`config.mk`:
```
export PLATFORM = sky130hd
export DESIGN_NAME = dct2_4pt_row_stage
export DESIGN_NICKNAME = d
export VERILOG_FILES = /design/src/rtl/dct2_4pt_row_stage.sv
export SDC_FILE = /design/constraint.sdc
export NUM_CORES = 1
export LEC_CHECK = 0
export ABC_AREA = 0
export CELL_PAD_IN_SITES_DETAIL_PLACEMENT = 1
export CELL_PAD_IN_SITES_GLOBAL_PLACEMENT = 2
export CORE_ASPECT_RATIO = 1.1
export CORE_MARGIN = 3
export CORE_UTILIZATION = 35
export CTS_BUF_LIST = sky130_fd_sc_hd__clkbuf_8
export CTS_CLUSTER_DIAMETER = 40
export DETAILED_ROUTE_END_ITERATION = 8
export PLACE_DENSITY = 0.84
export SLEW_MARGIN = 20
export SYNTH_ARGS = -nofsm -noshare
export SYNTH_HDL_FRONTEND = slang
export SYNTH_SLANG_ARGS = --single-unit
```
`constraint.sdc`:
```
create_clock -name clock -period 5.85 [get_ports clock]
set_clock_uncertainty 0.05 [all_clocks]
set_input_delay 1.4625 -clock clock [delete_from_list [all_inputs] [get_ports clock]]
set_output_delay 1.4625 -clock clock [all_outputs]
set_load 0.01 [all_outputs]
```
`src/rtl/dct2_4pt_row_stage.sv`:
```
// First-pass 4-point DCT-II row stage: butterfly, kernel multiply, round/shift/saturate.
// Three-stage pipeline with a row counter that frames 4-row blocks for the transpose buffer.
module dct2_4pt_row_stage #(
    parameter int IN_WIDTH   = 11,
    parameter int DATA_WIDTH = 16,
    parameter int SHIFT      = 3
) (
    input  logic                         clock,
    input  logic                         reset,
    input  logic                         hold,
    input  logic                         in_valid,
    input  logic signed [IN_WIDTH-1:0]   in_0,
    input  logic signed [IN_WIDTH-1:0]   in_1,
    input  logic signed [IN_WIDTH-1:0]   in_2,
    input  logic signed [IN_WIDTH-1:0]   in_3,
    output logic                         out_valid,
    output logic signed [DATA_WIDTH-1:0] out_0,
    output logic signed [DATA_WIDTH-1:0] out_1,
    output logic signed [DATA_WIDTH-1:0] out_2,
    output logic signed [DATA_WIDTH-1:0] out_3,
    output logic [1:0]                   row_idx,
    output logic                         block_last
);

    localparam int EW    = IN_WIDTH + 1;   // butterfly width
    localparam int PW    = IN_WIDTH + 10;  // full-precision product width
    localparam int SW    = PW + 1;         // room for the rounding add
    localparam int RND_I = (SHIFT > 0) ? (1 << (SHIFT - 1)) : 0;

    localparam logic signed [PW-1:0] K64 = PW'(64);
    localparam logic signed [PW-1:0] K83 = PW'(83);
    localparam logic signed [PW-1:0] K36 = PW'(36);
    localparam logic signed [SW-1:0] K_RND = SW'(RND_I);
    localparam logic signed [SW-1:0] K_MAX = {{(SW-DATA_WIDTH+1){1'b0}}, {(DATA_WIDTH-1){1'b1}}};
    localparam logic signed [SW-1:0] K_MIN = ~K_MAX;

    // Rounding shift (floor via arithmetic shift) followed by clamp to the output range.
    function automatic logic signed [DATA_WIDTH-1:0] f_round_sat(input logic signed [PW-1:0] y);
        logic signed [SW-1:0] sum;
        logic signed [SW-1:0] shr;
        sum = $signed({y[PW-1], y}) + K_RND;
        shr = sum >>> SHIFT;
        if (shr > K_MAX) begin
            f_round_sat = K_MAX[DATA_WIDTH-1:0];
        end else if (shr < K_MIN) begin
            f_round_sat = K_MIN[DATA_WIDTH-1:0];
        end else begin
            f_round_sat = shr[DATA_WIDTH-1:0];
        end
    endfunction

    logic signed [EW-1:0] w_x0, w_x1, w_x2, w_x3;
    logic signed [EW-1:0] r_e0, r_e1, r_o0, r_o1;
    logic signed [PW-1:0] w_e0x, w_e1x, w_o0x, w_o1x;
    logic signed [PW-1:0] r_y0, r_y1, r_y2, r_y3;
    logic signed [DATA_WIDTH-1:0] r_out0, r_out1, r_out2, r_out3;
    logic       r_v1, r_v2, r_v3;
    logic [1:0] r_cnt;

    assign w_x0 = $signed({in_0[IN_WIDTH-1], in_0});
    assign w_x1 = $signed({in_1[IN_WIDTH-1], in_1});
    assign w_x2 = $signed({in_2[IN_WIDTH-1], in_2});
    assign w_x3 = $signed({in_3[IN_WIDTH-1], in_3});

    assign w_e0x = $signed({{(PW-EW){r_e0[EW-1]}}, r_e0});
    assign w_e1x = $signed({{(PW-EW){r_e1[EW-1]}}, r_e1});
    assign w_o0x = $signed({{(PW-EW){r_o0[EW-1]}}, r_o0});
    assign w_o1x = $signed({{(PW-EW){r_o1[EW-1]}}, r_o1});

    // Stage 1: even/odd butterfly; data only loads on a valid row.
    always_ff @(posedge clock) begin
        if (reset) begin
            r_v1 <= 1'b0;
        end else if (!hold) begin
            r_v1 <= in_valid;
            if (in_valid) begin
                r_e0 <= w_x0 + w_x3;
                r_e1 <= w_x1 + w_x2;
                r_o0 <= w_x0 - w_x3;
                r_o1 <= w_x1 - w_x2;
            end
        end
    end

    // Stage 2: kernel multiply at full precision.
    always_ff @(posedge clock) begin
        if (reset) begin
            r_v2 <= 1'b0;
        end else if (!hold) begin
            r_v2 <= r_v1;
            if (r_v1) begin
                r_y0 <= (w_e0x + w_e1x) * K64;
                r_y2 <= (w_e0x - w_e1x) * K64;
                r_y1 <= w_o0x * K83 + w_o1x * K36;
                r_y3 <= w_o0x * K36 - w_o1x * K83;
            end
        end
    end

    // Stage 3: round, shift and saturate into the output registers.
    always_ff @(posedge clock) begin
        if (reset) begin
            r_v3   <= 1'b0;
            r_out0 <= '0;
            r_out1 <= '0;
            r_out2 <= '0;
            r_out3 <= '0;
        end else if (!hold) begin
            r_v3 <= r_v2;
            if (r_v2) begin
                r_out0 <= f_round_sat(r_y0);
                r_out1 <= f_round_sat(r_y1);
                r_out2 <= f_round_sat(r_y2);
                r_out3 <= f_round_sat(r_y3);
            end
        end
    end

    // Row counter advances once per row actually captured downstream.
    always_ff @(posedge clock) begin
        if (reset) begin
            r_cnt <= 2'd0;
        end else if (!hold && r_v3) begin
            r_cnt <= r_cnt + 2'd1;
        end
    end

    assign out_valid  = r_v3;
    assign out_0      = r_out0;
    assign out_1      = r_out1;
    assign out_2      = r_out2;
    assign out_3      = r_out3;
    assign row_idx    = r_cnt;
    assign block_last = r_v3 & (r_cnt == 2'd3);

endmodule

```
* Word-level counts from Yosys, hierarchy flattened *
Index checks and enable logic that the tools add are counted.

storage, ports and cells
  output and inout port bits = 68
  flip-flop bits (word level) = 185
  bits of input ports = 48
  logic and storage cells = 58

cells by class
  eq/ne operators = 1
  $mul = 4
  bitwise operators = 3
  mux-type cells = 8
  $add $sub $neg = 13
  $lt $le $gt $ge = 8
  reductions and logical operators = 5

operator list
  kind                                                   count
  2-to-1 mux 16 bit                                      8
  adder 21 x 4 -> 22 bit (second input constant)         2
  adder 19 x 4 -> 20 bit (second input constant)         2
  multiplier 12 x 8 -> 20 bit (second input constant)    2
  > comparator 19 x 16 -> 1 bit (second input constant)  2
  < comparator 19 x 16 -> 1 bit (second input constant)  2
  > comparator 17 x 16 -> 1 bit (second input constant)  2
  < comparator 17 x 16 -> 1 bit (second input constant)  2
  multiplier 12 x 5 -> 17 bit (second input constant)    2
  adder 11 x 11 -> 12 bit                                2
  subtractor 11 x 11 -> 12 bit                           2
  adder 20 x 19 -> 21 bit                                1
  subtractor 19 x 20 -> 21 bit                           1
  adder 12 x 12 -> 13 bit                                1
  subtractor 12 x 12 -> 13 bit                           1
  AND reduction 3 bit                                    2
  adder 2 x 1 -> 2 bit (second input constant)           1
  equality test 2 bit (second input constant)            1
  inverter 1 bit                                         2
  AND reduction 2 bit                                    1
  AND 1 bit                                              1
  logical AND 1 bit                                      1
  zero test 1 bit                                        1

* Longest topological paths before layout *
Gate-level depths: netlist (run 1).

  depth after elaboration = 4
  gate-level depth with buffers = 23
  depth with buffers taken out = 23

* Worst setup path after synthesis (run 1) *
No wires, ideal clock.

  path kind = register to register
  start = register r_o1[1]
  end = register r_y1[20], data pin
  arrival time = 5.180 ns
  setup time = 0.262 ns
  path slack = 0.358 ns
  data required time = 5.538 ns
  buffers on the path = 0
  clock period less this slack = 5.492 ns
  cell stages (with the launch flop) = 22
  cell sequence = edfxtp_1 -> ha_1 -> ha_1 -> fa_1 -> a21o_1 -> a21oi_1 -> xnor2_1 -> fa_1 -> ha_1 -> fa_1 -> inv_1 -> fa_1 -> inv_1 -> ha_1 -> o21a_1 -> nor2_1 -> a211oi_1 -> o21ai_1 -> a21boi_1 -> nor4_1 -> o31ai_1 -> xnor2_1

between the ends
  longest elaborated chain between the ends = 2

RTL lines
  element                      RTL line  text
  from (decl)                  53        logic signed [EW-1:0] r_e0, r_e1, r_o0, r_o1;
  from (signal assigned)       80        r_o1 <= w_x1 - w_x2;
  multiplier 12 x 5 -> 17 bit  94        r_y1 <= w_o0x * K83 + w_o1x * K36;
  adder 20 x 19 -> 21 bit      94
  to (signal assigned)         94
  to (decl)                    55        logic signed [PW-1:0] r_y0, r_y1, r_y2, r_y3;

Every way passes these cells.
A chain may end at the register's enable or synchronous reset.

* Final worst setup path (run 1) *
  start = register r_o1[4]
  end = register r_y1[20], data pin

The elaborated chain is that of the path after synthesis.

==> run summary, run 1 <==
Gr ovfl total - 0
Setup_tns - 0 ns
DR vias - 10,859
Number of setup buffers added after CTS - 0
Crit Path Class - reg -> reg
Startpoint types - flip-flop
Outcome - complete, no violations
Logic pwr share - 59.5%
Layout Cells excl Fill - 2,223
DP Wirelength - 30.3 mm
I/O Buffers - 109
Number of global-route vias before repair - 11,445
DRT iter0 DRCs - 335
Sequential power share - 26.5%
Final wirelength - 36.5 mm
Wire per inst - 16.4 um
Cells after Synth - 1,542
Final hold violations - 0
Commonest non-fill, non-tap cell in the layout - inv_1
M3 GR Usage - 1.88%
TritonCTS Sinks - 171
Die area - 44,600 um2
First-pass GRT wire length - 59.2 mm
Unique masters post-synth - 72
Placeable Area - 41,400 um2
CTS H-tree depth - 4
Post-synthesis register bit count - 171
RSZ-0062 raised after global routing - false
Die H - 221 um
Max cap viols - 0
Num ports - 116
Worst stage delay on the critical path - 0.54 ns
# DRC - 0
Max Slew Vio Count - 0
Switching pwr - 2.65 mW
Met1 Use GR - 21.6%
Final setup violating endpoints - 0
Number of flops mapped to enable cells by yosys - 109
PwrDens - 364 nW/um2
Max Fanout on Critical Path - 4
Clock buffer depth - 2
# diodes - 0
Critical path, cell by cell - ha_1 > ha_1 > fa_1 > a21o_1 > a21oi_2 > xnor2_1 > fa_1 > ha_1 > fa_1 > inv_1 > fa_1 > inv_1 > ha_1 > o21a_1 > nor2_1 > a211oi_2 > o21ai_2 > a21boi_2 > nor4_2 > o31ai_1 > xnor2_1
Syn_area_per_cell - 9.55 um2
Leak - 7.16 nW
Cell Area, Synth - 14,700 um2
CP Data Arrival Time - 5.75 ns
Clock share of power - 14.1%
Tot GR Track Use - 16.4%
Buf/Inv on CP - 2
Routed vias/inst - 4.88
Worst-path clk slew - 0.10 ns
Layout cells sized above 1 - 4.75%
Power Internal - 3.51 mW
Rows - 78
Filler cells - 4,781
1st-pass router iterations - 4
Sw frac - 43.0%
Synthesis warning total - 0
TritonCTS Buffers - 17
VDD IR-drop max - 264 uV
Largest net degree at the start of global routing - 64
Root buffer cell - clkbuf_8
Worst endpoint required time - 6.06 ns
Crit path max-delay family - adder cells
Initial Utilization - 35.6%
Clock latency on the worst-skew pair - 0.50 ns
Seq/Total Area, Yosys - 30.7%
Synthesis-to-finish area growth - 14.9%
Top_reg_cell synth - edfxtp_1
Power, Total - 6.17 mW
Async SR Flop Fraction - 0%
Final Critical Period - 5.54 ns
GR Util met2 - 28.6%
Gpl congestion - 0.848
Hold WS - 0.414 ns
Placed cells - 2,191
Critical Path End Type - flip-flop
Final Cycle Share - 94.7%
Crit-path slowest cell - fa_1
GR peak layer - met2
Hold buffers post-CTS - 0
Slew headroom - 36.6%
TritonCTS clock tree - built
Most frequent cells in the layout - inv_1 (256), ha_1 (223), edfxtp_1 (109)
Detail Route Antenna Nets - 0
Hold crit path type - reg -> reg
Fin util - 40.9%
Nets - 1,996
Chip Width - 202 um
Fmax - 180 MHz
Worst-Margin Slew - 0.951 ns
Initial antenna violation count - 1
## state kept, by name, indices dropped and copies added, names as in the netlist
| name | cells |
|---|---|
| r_e0 | 12 |
| out_valid | 1 |
| r_y1 | 19 |
| r_v1 | 1 |
| r_o0 | 11 |
| r_y3 | 19 |
| out_0 | 12 |
| r_v2 | 1 |
| out_2 | 13 |
| r_y0 | 12 |
| r_e1 | 12 |
| out_1 | 16 |
| out_3 | 16 |
| r_y2 | 13 |
| row_idx | 2 |
| r_o1 | 11 |
## kinds of logic after synthesis
group / share of synthesized area [%]
compound gates: 13.1
other cells: 0.0255
mux: 0.408
fa+ha+maj: 29.1
buf+inv: 7.85
flops: 30.7
xor+xnor: 7.73
simple gates: 11.1
## cell usage after synthesis, drive strengths merged (4+ instances only)
library cell | instances | area, um2
a211oi | 37 | 278
a21boi | 8 | 60.1
a21o | 20 | 150
a21oi | 109 | 549
a31oi | 10 | 62.6
and3 | 11 | 68.8
buf | 19 | 115
clkbuf | 21 | 80.1
dfxtp | 62 | 1240
edfxtp | 109 | 3270
fa | 74 | 1480
ha | 224 | 2800
inv | 255 | 957
mux2i | 6 | 60.1
nand2 | 105 | 394
nand2b | 14 | 87.6
nand3 | 23 | 115
nand4 | 11 | 68.8
nor2 | 93 | 357
nor2b | 16 | 100
nor3 | 46 | 275
nor4 | 4 | 25.0
o211ai | 11 | 87.6
o21a | 8 | 60.1
o21ai | 42 | 214
o21bai | 15 | 113
o31a | 4 | 35.0
o31ai | 4 | 30.0
or2 | 6 | 40.0
xnor2 | 105 | 920
xor2 | 25 | 219
## worst paths after layout
kind / startpoint / end / slack, ns / depth (start not counted)
max: r_o1[4]$_DFFE_PP_ / r_y1[20]$_DFFE_PP_ / 0.31 / 21
min: out_0[11]$_SDFFE_PP0P_ / out_0[11]$_SDFFE_PP0P_ / 0.41 / 2
max reg2reg: r_o1[4]$_DFFE_PP_ / r_y1[20]$_DFFE_PP_ / 0.31 / 21
min reg2reg: out_0[11]$_SDFFE_PP0P_ / out_0[11]$_SDFFE_PP0P_ / 0.41 / 2
## worst reg2reg max path, cell delays in order, from the launching register on
cell      delay (ns)
edfxtp_1        0.42
ha_1            0.29
ha_1            0.22
fa_1            0.42
a21o_1          0.19
a21oi_2         0.16
xnor2_1         0.15
fa_1            0.44
ha_1            0.33
fa_1            0.48
inv_1           0.05
fa_1            0.54
inv_1           0.05
ha_1            0.34
o21a_1          0.13
nor2_1          0.06
a211oi_2        0.23
o21ai_2         0.09
a21boi_2        0.20
nor4_2          0.07
o31ai_1         0.28
xnor2_1         0.12
## layer usage
metal | up-vias | share of wire, %
met4 | 0 | 1.9
met3 | 31 | 2.0
met2 | 113 | 49
met5 | - | 0
met1 | 5295 | 47
li1 | 5420 | -
## timing repair
action	in CTS	in global routing
gates resized for setup	0	8
endpoints found under the hold margin	0	0
endpoints found under the setup margin	0	3
## per-stage QoR
step	cell area, um2	setup slack, ns
6_report	16900	0.309
5_1_grt	16900	0.0705
4_1_cts	16900	0.00271
3_5_place_dp	16500	0.0307
3_3_place_gp	16500	0.185
2_1_floorplan	14700	0.358
## power by group through the flow
stage          Clock, mW  Sequential [mW]  Combinational [mW]
2_1_floorplan          0             1.65                2.75
3_3_place_gp           0             1.66                3.51
3_5_place_dp           0             1.66                3.64
4_1_cts            0.897             1.63                3.68
5_1_grt            0.933             1.64                4.17
6_report           0.868             1.63                3.67
## area by class of cell
type / count / area, um2 / area share [%]
clock buffers: 18 / 248 / 1.46
inverters: 256 / 961 / 5.68
repair buffers: 124 / 1200 / 7.08
multi-input cells: 1080 / 9140 / 54.0
well taps: 560 / 701 / 4.14
clock inverters: 14 / 158 / 0.932
flip-flops and latches: 171 / 4510 / 26.7
(Power assumes the default switching activity.)
==> inputs of run 2 (changes only) <==
--- a/config.mk
+++ b/config.mk
@@ -15,6 +15,8 @@
 export CTS_CLUSTER_DIAMETER = 40
 export DETAILED_ROUTE_END_ITERATION = 8
 export PLACE_DENSITY = 0.84
+export RECOVER_POWER = 50
+export REMOVE_ABC_BUFFERS = 1
 export SLEW_MARGIN = 20
 export SYNTH_ARGS = -nofsm -noshare
 export SYNTH_HDL_FRONTEND = slang
==> run 2 against run 1 <==
The run now ends with max-capacitance violations, max-slew violations left. Sequential share of layout area about the same. Core utilization decreased by 0.051 points. Worst hold slack worse by 0.010 ns. Clock power grew 8.4%. First-iteration DRC count increased by 30%. Largest cell class unchanged. Largest power group unchanged. Highest routed layer unchanged.
==> run summary, run 2 (synthesis results as in run 1) <==
Outcome - finished with violations (was complete, no violations)
Failing checks - max-capacitance violations, max-slew violations
Power Internal - 3.58 mW (was 3.51 mW)
Final setup violating endpoints - 0 (unchanged)
Max Fanout on Critical Path - 4 (unchanged)
1st-pass router iterations - 5 (was 4)
Worst-path clk slew - 0.10 ns (about the same)
Root buffer cell - clkbuf_8 (unchanged)
Worst endpoint required time - 6.07 ns (was 6.06 ns)
Final hold violations - 0 (unchanged)
Most frequent cells in the layout - inv_1 (257), ha_1 (223), edfxtp_1 (109) (was inv_1 (256), ha_1 (223), edfxtp_1 (109))
Initial Utilization - 35.6% (unchanged)
Wire per inst - 15.7 um (was 16.4 um)
Clock latency on the worst-skew pair - 0.52 ns (was 0.50 ns)
Num ports - 116 (unchanged)
Setup_tns - 0 ns (unchanged)
Power, Total - 6.11 mW (was 6.17 mW)
Largest regs - r_y1 x19, r_y3 x19 (unchanged)
Leak - 7.38 nW (was 7.16 nW)
DP Wirelength - 28.9 mm (was 30.3 mm)
Chip Width - 202 um (unchanged)
Number of global-route vias before repair - 11,209 (was 11,445)
Die H - 221 um (unchanged)
VDD IR-drop max - 240 uV (was 264 uV)
Gpl congestion - 0.866 (was 0.848)
Die area - 44,600 um2 (unchanged)
Final wirelength - 34.9 mm (was 36.5 mm)
Synthesis-to-finish area growth - 14.8% (was 14.9%)
Logic pwr share - 57.9% (was 59.5%)
Clock buffer depth - 2 (unchanged)
Layout cells sized above 1 - 4.21% (was 4.75%)
Hold crit path type - reg -> reg (unchanged)
Gr ovfl total - 0 (unchanged)
Initial antenna violation count - 0 (was 1)
Crit Path Class - reg -> reg (unchanged)
Fin util - 40.8% (was 40.9%)
First-pass GRT wire length - 57.1 mm (was 59.2 mm)
Worst-Margin Slew - 2.90 ns (was 0.951 ns)
Nets - 1,996 (unchanged)
Switching pwr - 2.53 mW (was 2.65 mW)
# DRC - 0 (unchanged)
Commonest non-fill, non-tap cell in the layout - inv_1 (unchanged)
Critical Path End Type - flip-flop (unchanged)
Tot GR Track Use - 15.7% (was 16.4%)
CP Data Arrival Time - 5.82 ns (was 5.75 ns)
Routed vias/inst - 4.87 (was 4.88)
I/O Buffers - 109 (unchanged)
Detail Route Antenna Nets - 0 (unchanged)
Startpoint types - flip-flop (unchanged)
Slew headroom - -93.8% (was 36.6%)
TritonCTS clock tree - built (unchanged)
Hold buffers post-CTS - 0 (unchanged)
Max cap viols - 3 (was 0)
TritonCTS Sinks - 171 (unchanged)
Final Critical Period - 5.59 ns (was 5.54 ns)
PwrDens - 362 nW/um2 (was 364 nW/um2)
Clock share of power - 15.4% (was 14.1%)
Final Cycle Share - 95.6% (was 94.7%)
DRT iter0 DRCs - 436 (was 335)
# diodes - 0 (unchanged)
Rows - 78 (unchanged)
CTS H-tree depth - 4 (unchanged)
DR vias - 10,829 (was 10,859)
TritonCTS Buffers - 17 (unchanged)
RSZ-0062 raised after global routing - false (unchanged)
Fmax - 179 MHz (was 180 MHz)
Placeable Area - 41,400 um2 (unchanged)
Sw frac - 41.4% (was 43.0%)
Sequential power share - 26.7% (was 26.5%)
Largest net degree at the start of global routing - 42 (was 64)
Max Slew Vio Count - 93 (was 0)
[run 2: cell count changes in the layout (fill, tap and decap cells not counted), sizes merged]
cell	delta
buf	-2
bufinv	+2
clkbuf	+2
clkdlybuf4s50	-66
clkinv	-6
clkinvlp	-1
dlygate4sd3	+66
inv	+5
[run 2: final timing paths]
| path | startpoint | cells after the start | slack (ns) | end |
|---|---|---|---|---|
| worst max-delay path | r_o1[1]$_DFFE_PP_ | 22 | 0.26 | r_y1[16]$_DFFE_PP_ |
| worst min-delay path | out_3[15]$_SDFFE_PP0P_ | 2 | 0.40 | out_3[15]$_SDFFE_PP0P_ |
| worst max register to register | r_o1[1]$_DFFE_PP_ | 22 | 0.26 | r_y1[16]$_DFFE_PP_ |
| worst min register to register | out_3[15]$_SDFFE_PP0P_ | 2 | 0.40 | out_3[15]$_SDFFE_PP0P_ |
[run 2: worst max-delay path: stages, from the launching register on]
cell and delay [ns]:
edfxtp_1 0.43, ha_1 0.33, ha_1 0.22, fa_1 0.40, a21o_1 0.19, a21oi_2 0.17
xnor2_1 0.16, fa_1 0.44, ha_1 0.32, fa_1 0.48, inv_1 0.05, fa_1 0.53
inv_1 0.04, ha_1 0.34, o21a_1 0.19, nor2_1 0.14, a211oi_1 0.08, o21ai_1 0.23
a21boi_2 0.10, buf_4 0.14, o21a_1 0.16, nor2_1 0.11, xnor2_1 0.07
[run 2: repair_timing]
action                     4_1_cts  5_1_grt
gates resized for setup          0        6
setup buffers                    0        0
setup endpoints to repair        0        3
[run 2: power groups by stage]
stage	sequential (mW)	clock (mW)	combinational, mW
2_1_floorplan	1.65	0	2.74
3_3_place_gp	1.66	0	3.44
3_5_place_dp	1.66	0	3.55
4_1_cts	1.63	0.976	3.58
5_1_grt	1.64	1.02	4.08
6_report	1.63	0.941	3.54
[run 2: layout make-up]
cell class              instances  area [um2]
fillers                      4793       24500
well taps                     560         701
repair buffers                124        1190
clock inverters                14         179
flip-flops and latches        171        4510
multi-input cells            1080        9110
clock buffers                  18         248
inverters                     256         961
[run 2: metrics by stage]
stage               std cells  setup slack [ns]  area [um2]  hold WS (ns)
global route             2223           0.00752       16900         0.426
floorplan                1507             0.358       14500         0.388
finish                   2223             0.255       16900         0.404
CTS                      2223            0.0204       16900         0.409
detailed placement       2191            0.0444       16500         0.396
global placement         2191             0.252       16500         0.395
[run 2: per-layer routing]
layer  vias to the layer above  routed length [um]  GRT usage (%)
met1                      5263               16200           20.7
met5                         -                   0              0
met3                        23                1190           2.74
li1                       5427                   -              -
met4                         0                 397           4.07
met2                       116               17100           26.8
